<file path="src/rtl/hsv_core_issue_regfile_sb.sv">
// Issue-stage integer register file: combinational read ports, synchronous write ports,
// hardwired x0, optional write-to-read bypass and a per-register pending-write scoreboard.
module hsv_core_issue_regfile_sb #(
   parameter int XLEN         = 32,
   parameter int NUM_REGS     = 32,
   parameter int NUM_RD_PORTS = 2,
   parameter int NUM_WR_PORTS = 2,
   parameter int BYPASS       = 1,
   localparam int AW          = (NUM_REGS > 1) ? $clog2(NUM_REGS) : 1
) (
   input  logic                         clk_core,
   input  logic                         rst_n,
   input  logic [NUM_RD_PORTS*AW-1:0]   rd_addr,
   output logic [NUM_RD_PORTS*XLEN-1:0] rd_data,
   output logic [NUM_RD_PORTS-1:0]      rd_ready,
   input  logic                         claim_valid,
   input  logic [AW-1:0]                claim_addr,
   input  logic [NUM_WR_PORTS-1:0]      wr_en,
   input  logic [NUM_WR_PORTS*AW-1:0]   wr_addr,
   input  logic [NUM_WR_PORTS*XLEN-1:0] wr_data,
   input  logic                         flush,
   output logic [NUM_REGS-1:0]          pending
);

   logic [XLEN-1:0]     regs [NUM_REGS];
   logic [NUM_REGS-1:0] pending_next;

   // x0 and out-of-range indices are never backed by state.
   function automatic logic live_addr(input logic [AW-1:0] a);
      return (a != '0) && (int'(a) < NUM_REGS);
   endfunction

   always_comb begin
      pending_next = pending;
      if (flush) begin
         pending_next = '0;
      end else begin
         for (int j = 0; j < NUM_WR_PORTS; j++) begin
            if (wr_en[j] && live_addr(wr_addr[j*AW +: AW]))
               pending_next[wr_addr[j*AW +: AW]] = 1'b0;
         end
         // A same-cycle claim names a newer producer, so it beats the clearing write.
         if (claim_valid && live_addr(claim_addr))
            pending_next[claim_addr] = 1'b1;
      end
   end

   always_ff @(posedge clk_core or negedge rst_n) begin
      if (!rst_n) begin
         for (int r = 0; r < NUM_REGS; r++) regs[r] <= '0;
         pending <= '0;
      end else begin
         // Ascending order lets the highest-numbered port win an address collision.
         for (int j = 0; j < NUM_WR_PORTS; j++) begin
            if (wr_en[j] && live_addr(wr_addr[j*AW +: AW]))
               regs[wr_addr[j*AW +: AW]] <= wr_data[j*XLEN +: XLEN];
         end
         pending <= pending_next;
      end
   end

   always_comb begin
      logic [AW-1:0] a;
      rd_data  = '0;
      rd_ready = '1;
      for (int i = 0; i < NUM_RD_PORTS; i++) begin
         a = rd_addr[i*AW +: AW];
         if (live_addr(a)) begin
            rd_data[i*XLEN +: XLEN] = regs[a];
            rd_ready[i]             = !pending[a];
            // Bypass is suppressed under reset so held-reset reads stay zero.
            if (BYPASS != 0 && rst_n) begin
               for (int j = 0; j < NUM_WR_PORTS; j++) begin
                  if (wr_en[j] && wr_addr[j*AW +: AW] == a) begin
                     rd_data[i*XLEN +: XLEN] = wr_data[j*XLEN +: XLEN];
                     rd_ready[i]             = 1'b1;
                  end
               end
            end
         end
      end
   end

endmodule

</file>
<file path="config.mk">
export PLATFORM = sky130hd
export DESIGN_NAME = hsv_core_issue_regfile_sb
export DESIGN_NICKNAME = d
export VERILOG_FILES = /design/src/rtl/hsv_core_issue_regfile_sb.sv
export SDC_FILE = /design/constraint.sdc
export NUM_CORES = 2
export LEC_CHECK = 0
export CAP_MARGIN = 20
export CORE_ASPECT_RATIO = 1.25
export CORE_MARGIN = 1.5
export CORE_UTILIZATION = 35
export CTS_BUF_LIST = sky130_fd_sc_hd__clkbuf_8 sky130_fd_sc_hd__clkbuf_16
export DETAILED_ROUTE_END_ITERATION = 6
export PLACE_DENSITY = 0.51
export SLEW_MARGIN = 10
export SYNTH_ARGS = -nofsm -noshare
export SYNTH_HDL_FRONTEND = slang
export SYNTH_SLANG_ARGS = --single-unit
</file>
<file path="constraint.sdc">
create_clock -name clk_core -period 4 [get_ports clk_core]
set_clock_uncertainty 0.15 [all_clocks]
set_input_delay 0.8 -clock clk_core [delete_from_list [all_inputs] [get_ports clk_core]]
set_output_delay 0.8 -clock clk_core [all_outputs]
set_load 0.05 [all_outputs]
</file>
### Word-level counts from Yosys, hierarchy flattened

Cells that the tools add are included.

| word-level totals | value |
|---|---|
| register bits after elaboration | 1056 |
| output and inout port bits | 98 |

| cells by class | value |
|---|---|
| reduce and logical (&&, ||, !) cells | 19 |
| bitwise gates (word level) | 9 |
| mux-type cells | 46 |
| $lt $le $gt $ge | 14 |
| equal/unequal tests | 4 |

Operators by type and width:

| cell | number |
|---|---|
| 1024-bit bitwise mux | 2 |
| 1024-bit 2-to-1 mux | 2 |
| 32-bit 2-to-1 mux | 20 |
| 32-bit binary-select mux with 5-bit select | 2 |
| 32-bit demux with 5-bit select | 2 |
| 32-bit bitwise AND | 2 |
| 32-bit NOT | 2 |
| 32-bit OR | 1 |
| 5-bit by 6-bit < comparator with 1-bit output (second input constant) | 5 |
| 5-bit nonzero test | 5 |
| 6-bit greater-or-equal comparator (second input constant) | 4 |
| 5-bit NOT with 6-bit output | 4 |
| 5-bit equality test | 4 |
| 1-bit demux with 5-bit select | 3 |
| 5-bit by 1-bit greater-or-equal comparator with 1-bit output (second input constant) | 3 |
| 1-bit 2-to-1 mux | 13 |
| 1-bit logical AND | 12 |
| 6-bit by 1-bit < comparator with 1-bit output (second input constant) | 2 |
| 1-bit binary-select mux with 5-bit select | 2 |
| 1-bit zero test | 2 |

### Logic depth before layout (Yosys ltp)

| depth | value |
|---|---|
| word-level depth | 14 |
| mapped depth | 11 |
| mapped depth without buffers | 6 |

### Worst setup path before layout

Ideal clock, no wire load.

| path | value |
|---|---|
| path kind | input -> output |
| start point | in wr_addr[6] |
| end point | out rd_data[14] |
| buffers on the path | 4 |
| cell stages on the path | 10 |
| data arrival time | 3.308 ns |
| setup slack | -0.258 ns |
| data required time | 3.050 ns |
| cell sequence | buf_2 xor2_1 nor4_1 and3_1 buf_4 o21a_1 buf_4 buf_4 nor3_1 a211oi_1 |

| between the ends | value |
|---|---|
| longest elaborated chain between the ends | 5 |

Ends and longest elaborated chain:

| what | RTL line | text |
|---|---|---|
| start: declaration | 19 | `input logic [NUM_WR_PORTS*AW-1:0] wr_addr,` |
| 5-bit equality test | 74 | `if (wr_en[j] && wr_addr[j*AW +: AW] == a) begin` |
| 1-bit logical AND | 74 |  |
| 32-bit 2-to-1 mux | 74 |  |
| 32-bit 2-to-1 mux | 72 | `if (BYPASS != 0 && rst_n) begin` |
| 32-bit 2-to-1 mux | 68 | `if (live_addr(a)) begin` |
| end: declaration | 14 | `output logic [NUM_RD_PORTS*XLEN-1:0] rd_data,` |

No other way between the ends.

### Worst setup path in the final report

| path | value |
|---|---|
| start point | in rd_addr[5] |
| end point | out rd_data[48] |

| between the ends | value |
|---|---|
| longest elaborated chain between the ends | 8 |
| elaborated cells on any way between the ends | 13 |

Ends and longest elaborated chain:

| what | RTL line | text |
|---|---|---|
| start: declaration | 13 | `input logic [NUM_RD_PORTS*AW-1:0] rd_addr,` |
| 5-bit NOT with 6-bit output (implied by the code) | 69 | `rd_data[i*XLEN +: XLEN] = regs[a];` |
| 32-bit binary-select mux with 5-bit select | 69 |  |
| 32-bit 2-to-1 mux (implied by the code) (2 in series) | 69 |  |
| 32-bit 2-to-1 mux (2 in series) | 74 |  |
| 32-bit 2-to-1 mux | 72 |  |
| 32-bit 2-to-1 mux * | 68 |  |

Every way passes the cells marked *; elsewhere a longest branch is shown, timed or not. The select of a mux whose other input is x is not followed.

==> summary.md <==
| Metric | Value |
|---|---|
| Post-layout total power | `37.6 mW` |
| Largest family of logic cells by synthesized area | `multiplexers` |
| Synth warn | `0` |
| Failing checks | `DRC, setup timing` |
| Final Critical Period | `4.08 ns` |
| Die area | `0.194 mm^2` |
| Core Rows | `179` |
| Cells after synthesis | `6710` |
| TNS Setup | `-0.376 ns` |
| WHS | `0.248 ns` |
| Adder-cell share of the synthesized area | `0%` |
| Gr ovfl total | `0` |
| CTS tree | `built` |
| Number of max-cap violations | `0` |
| Fmax | `245 MHz` |
| Critical Path Start Type | `input port` |
| Drt pass-1 iters | `7` |
| Fin. Hold Viols | `0` |
| RSZ-0062 raised after global routing | `yes` |
| Mux contribution to synthesized area | `32.9%` |
| Seq cells post-synth | `1056` |
| Crit-path max FO | `15` |
| Final worst setup slack | `-0.0779 ns` |
| Global-route wire length before repair | `439 mm` |
| Worst-path clk slew | `0.06 ns` |
| Area Growth Syn to Fin | `21.1%` |
| Final wirelength | `313 mm` |
| H-tree depth | `3` |
| Async set-reset flop share out of synthesis | `100%` |
| Mean area per synthesized cell | `10.0 um^2` |
| Antenna violations before repair | `15` |
| Cell total after placement | `9176` |
| Slew margin rel. | `33.3%` |
| Synthesized cell area | `0.0671 mm^2` |
| Total track usage | `31.4%` |
| Initial Utilization | `35.3%` |
| Crit path kind | `input port to output pin` |
| Net Count, Synth | `6805` |
| Vias in the first global route | `56200` |
| Drt drc | `1` |
| Clock Path Buffers | `3` |
| Seq/Total Area, Yosys | `39.4%` |
| Die W | `395 um` |
| Clock Sinks | `1056` |
| Worst slew pin tran | `1.00 ns` |
| Number of DRC markers in iteration 0 | `7386` |
| Finished Layout Cells | `9442` |
| Synth Area in Compound Gates | `12.6%` |
| Number of CTS-inserted buffers | `117` |
| RD Place Congestion | `0.959` |
| Status | `finished with violations` |
| Clk_lat worst skew | `0.78 ns` |
| Routed WL per cell | `33.2 um` |
| Final HPWL DP | `200 mm` |
| Root Buffer | `clkbuf_16` |
| VDD IR-drop max | `343 uV` |
| Final nets | `6905` |
| Hold Path Class | `register to register` |
| Area after DPL | `0.0764 mm^2` |
| Top_reg_cell synth | `dfrtp_1` |
| Pin count of the biggest net entering global routing | `145` |
| Post-Layout Inst Area | `0.0813 mm^2` |
| Ratio of routed vias to standard cells | `6.13` |
| Post-synth cell types | `54` |
| Crit share post-route | `102%` |
| Post-Synth Simple-Gate Area | `9.32%` |
| Worst EP arrival | `3.13 ns` |
| Power per cell area | `463 mW/mm^2` |
| IO buf count | `192` |
| Proportion of layout cells with a drive suffix above 1 | `21.4%` |
| Antenna-violating nets left | `0` |
| Setup crit end kind | `output pin` |
| Post-synth EDFFs | `0` |
| Critical Path RT | `3.05 ns` |
| Synth Area in XOR/XNOR | `0.261%` |
| IO Count | `193` |
| Die height | `493 um` |
| Leak | `34.5 nW` |
| Total number of vias | `57900` |
| Max-slew violations | `0` |
| Core Box Area | `0.190 mm^2` |
| Final setup fails | `11` |
metal layers:
layer | up-vias | GRT usage, % | share of wire, %
met2 | 3295 | 47.1 | 44
met5 | - | 0.514 | 0.14
met3 | 735 | 8.92 | 10
met4 | 15 | 15.5 | 5.4
li1 | 24500 | - | -
met1 | 29400 | 41.4 | 40
Yosys cell counts, types with 11 or more instances:
cell type  instances  area, um^2
buf_1            103         387
nand3b_1          22         165
buf_6             13         146
buf_4             33         248
clkbuf_1         562        2110
buf_2            156         781
nor3_1            67         335
mux2i_1         1379       13800
mux4_2           367        8270
o221ai_1          31         272
nand2b_1          12        75.1
nand3_1           72         360
o21ai_0          499        2500
a32oi_1           64         561
o21ai_1           14        70.1
a21oi_1          608        3040
o211ai_1          62         465
xor2_1            16         140
nor2_1           643        2410
nor2b_1           11        68.8
dfrtp_1         1056       26400
a221oi_1          30         263
a211oi_1          33         248
a22oi_1          131         983
nor2_2            12        75.1
nand2_1          646        2420
area by class of cell:
type / instances / area, um^2
clock inverter: 66 / 500
fill: 18200 / 109000
sequential: 1056 / 26400
timing repair buffer: 850 / 9820
multi-input combinational: 4782 / 38000
inverter: 3 / 13.8
tap: 2534 / 3170
antenna: 6 / 15.0
clock buffer: 145 / 3320
metrics by stage:
step | setup slack, ns | util [%]
6_report | -0.0779 | 42.7
5_1_grt | -0.0845 | 42.7
4_1_cts | 0.000331 | 42.4
3_5_place_dp | -0.517 | 40.1
3_3_place_gp | -0.526 | 40.1
2_1_floorplan | -0.221 | -
cells in the final DEF, fill, tap and decap left out, types with 22 or more instances in the layout:
cell,n
nand2_1,617
a22oi_1,130
inv_1,34
clkdlybuf4s50_1,105
o21ai_0,495
nor2_1,596
nor3_2,28
a32oi_1,64
nand2_4,25
clkbuf_16,120
nand3_1,71
mux4_2,367
mux2i_1,1372
o221ai_1,28
a21oi_1,607
nor2_2,26
o211ai_1,62
nor2_4,34
dfrtp_1,1055
a211oi_2,23
clkbuf_8,27
a221oi_1,29
nor3_1,38
buf_4,471
buf_12,218
nand3b_1,22
final timing paths:
check / cells after the start / startpoint / slack (ns) / to
min in group asynchronous: 2 / rst_n / 0.35 / regs[843]$_DFF_PN0_
max: 10 / rd_addr[5] / -0.08 / rd_data[48]
max in group asynchronous: 4 / rst_n / 1.37 / regs[311]$_DFF_PN0_
min reg2reg: 0 / regs[998]$_DFF_PN0_ / 0.25 / regs[998]$_DFF_PN0_
max reg2reg: 3 / pending[14]$_DFF_PN0_ / 2.76 / pending[14]$_DFF_PN0_
min: 0 / regs[998]$_DFF_PN0_ / 0.25 / regs[998]$_DFF_PN0_
registers in the layout (all words and copies together), names as in the netlist:
register,cells
regs,1024
pending,32
report_power, final:
group / switching, mW / total, mW / internal [mW]
combinational: 5.42 / 10.9 / 5.52
clock: 4.98 / 11.1 / 6.16
sequential: 2.20 / 15.6 / 13.4
kinds of logic (layout without fill, tap and decap cells):
kind of cell              Yosys count  in the layout
xor gates and xnor gates           20             20
DFF                              1056           1056
other                               0              6
AOI/OAI and AO/OA                1481           1481
muxes                            1748           1748
buffers and inverters             872           1064
and+or+nand+nor                  1533           1533
worst max-delay path: stages:
cell	delay (ns)
buf_16	0.23
buf_8	0.21
buf_12	0.15
mux4_2	0.51
o21ai_1	0.21
o211ai_1	0.30
nor3_2	0.31
buf_4	0.15
nor2_2	0.06
buf_12	0.16
what timing repair did:
action                     4_1_cts  5_1_grt
gates cloned                     4        1
gates resized for setup         91       62
hold buffers                     1        0
pin swaps                       25       16
setup endpoints to repair       66       63
hold endpoints to repair        16        0
setup buffers                   13       31
(Power assumes the default switching activity.)
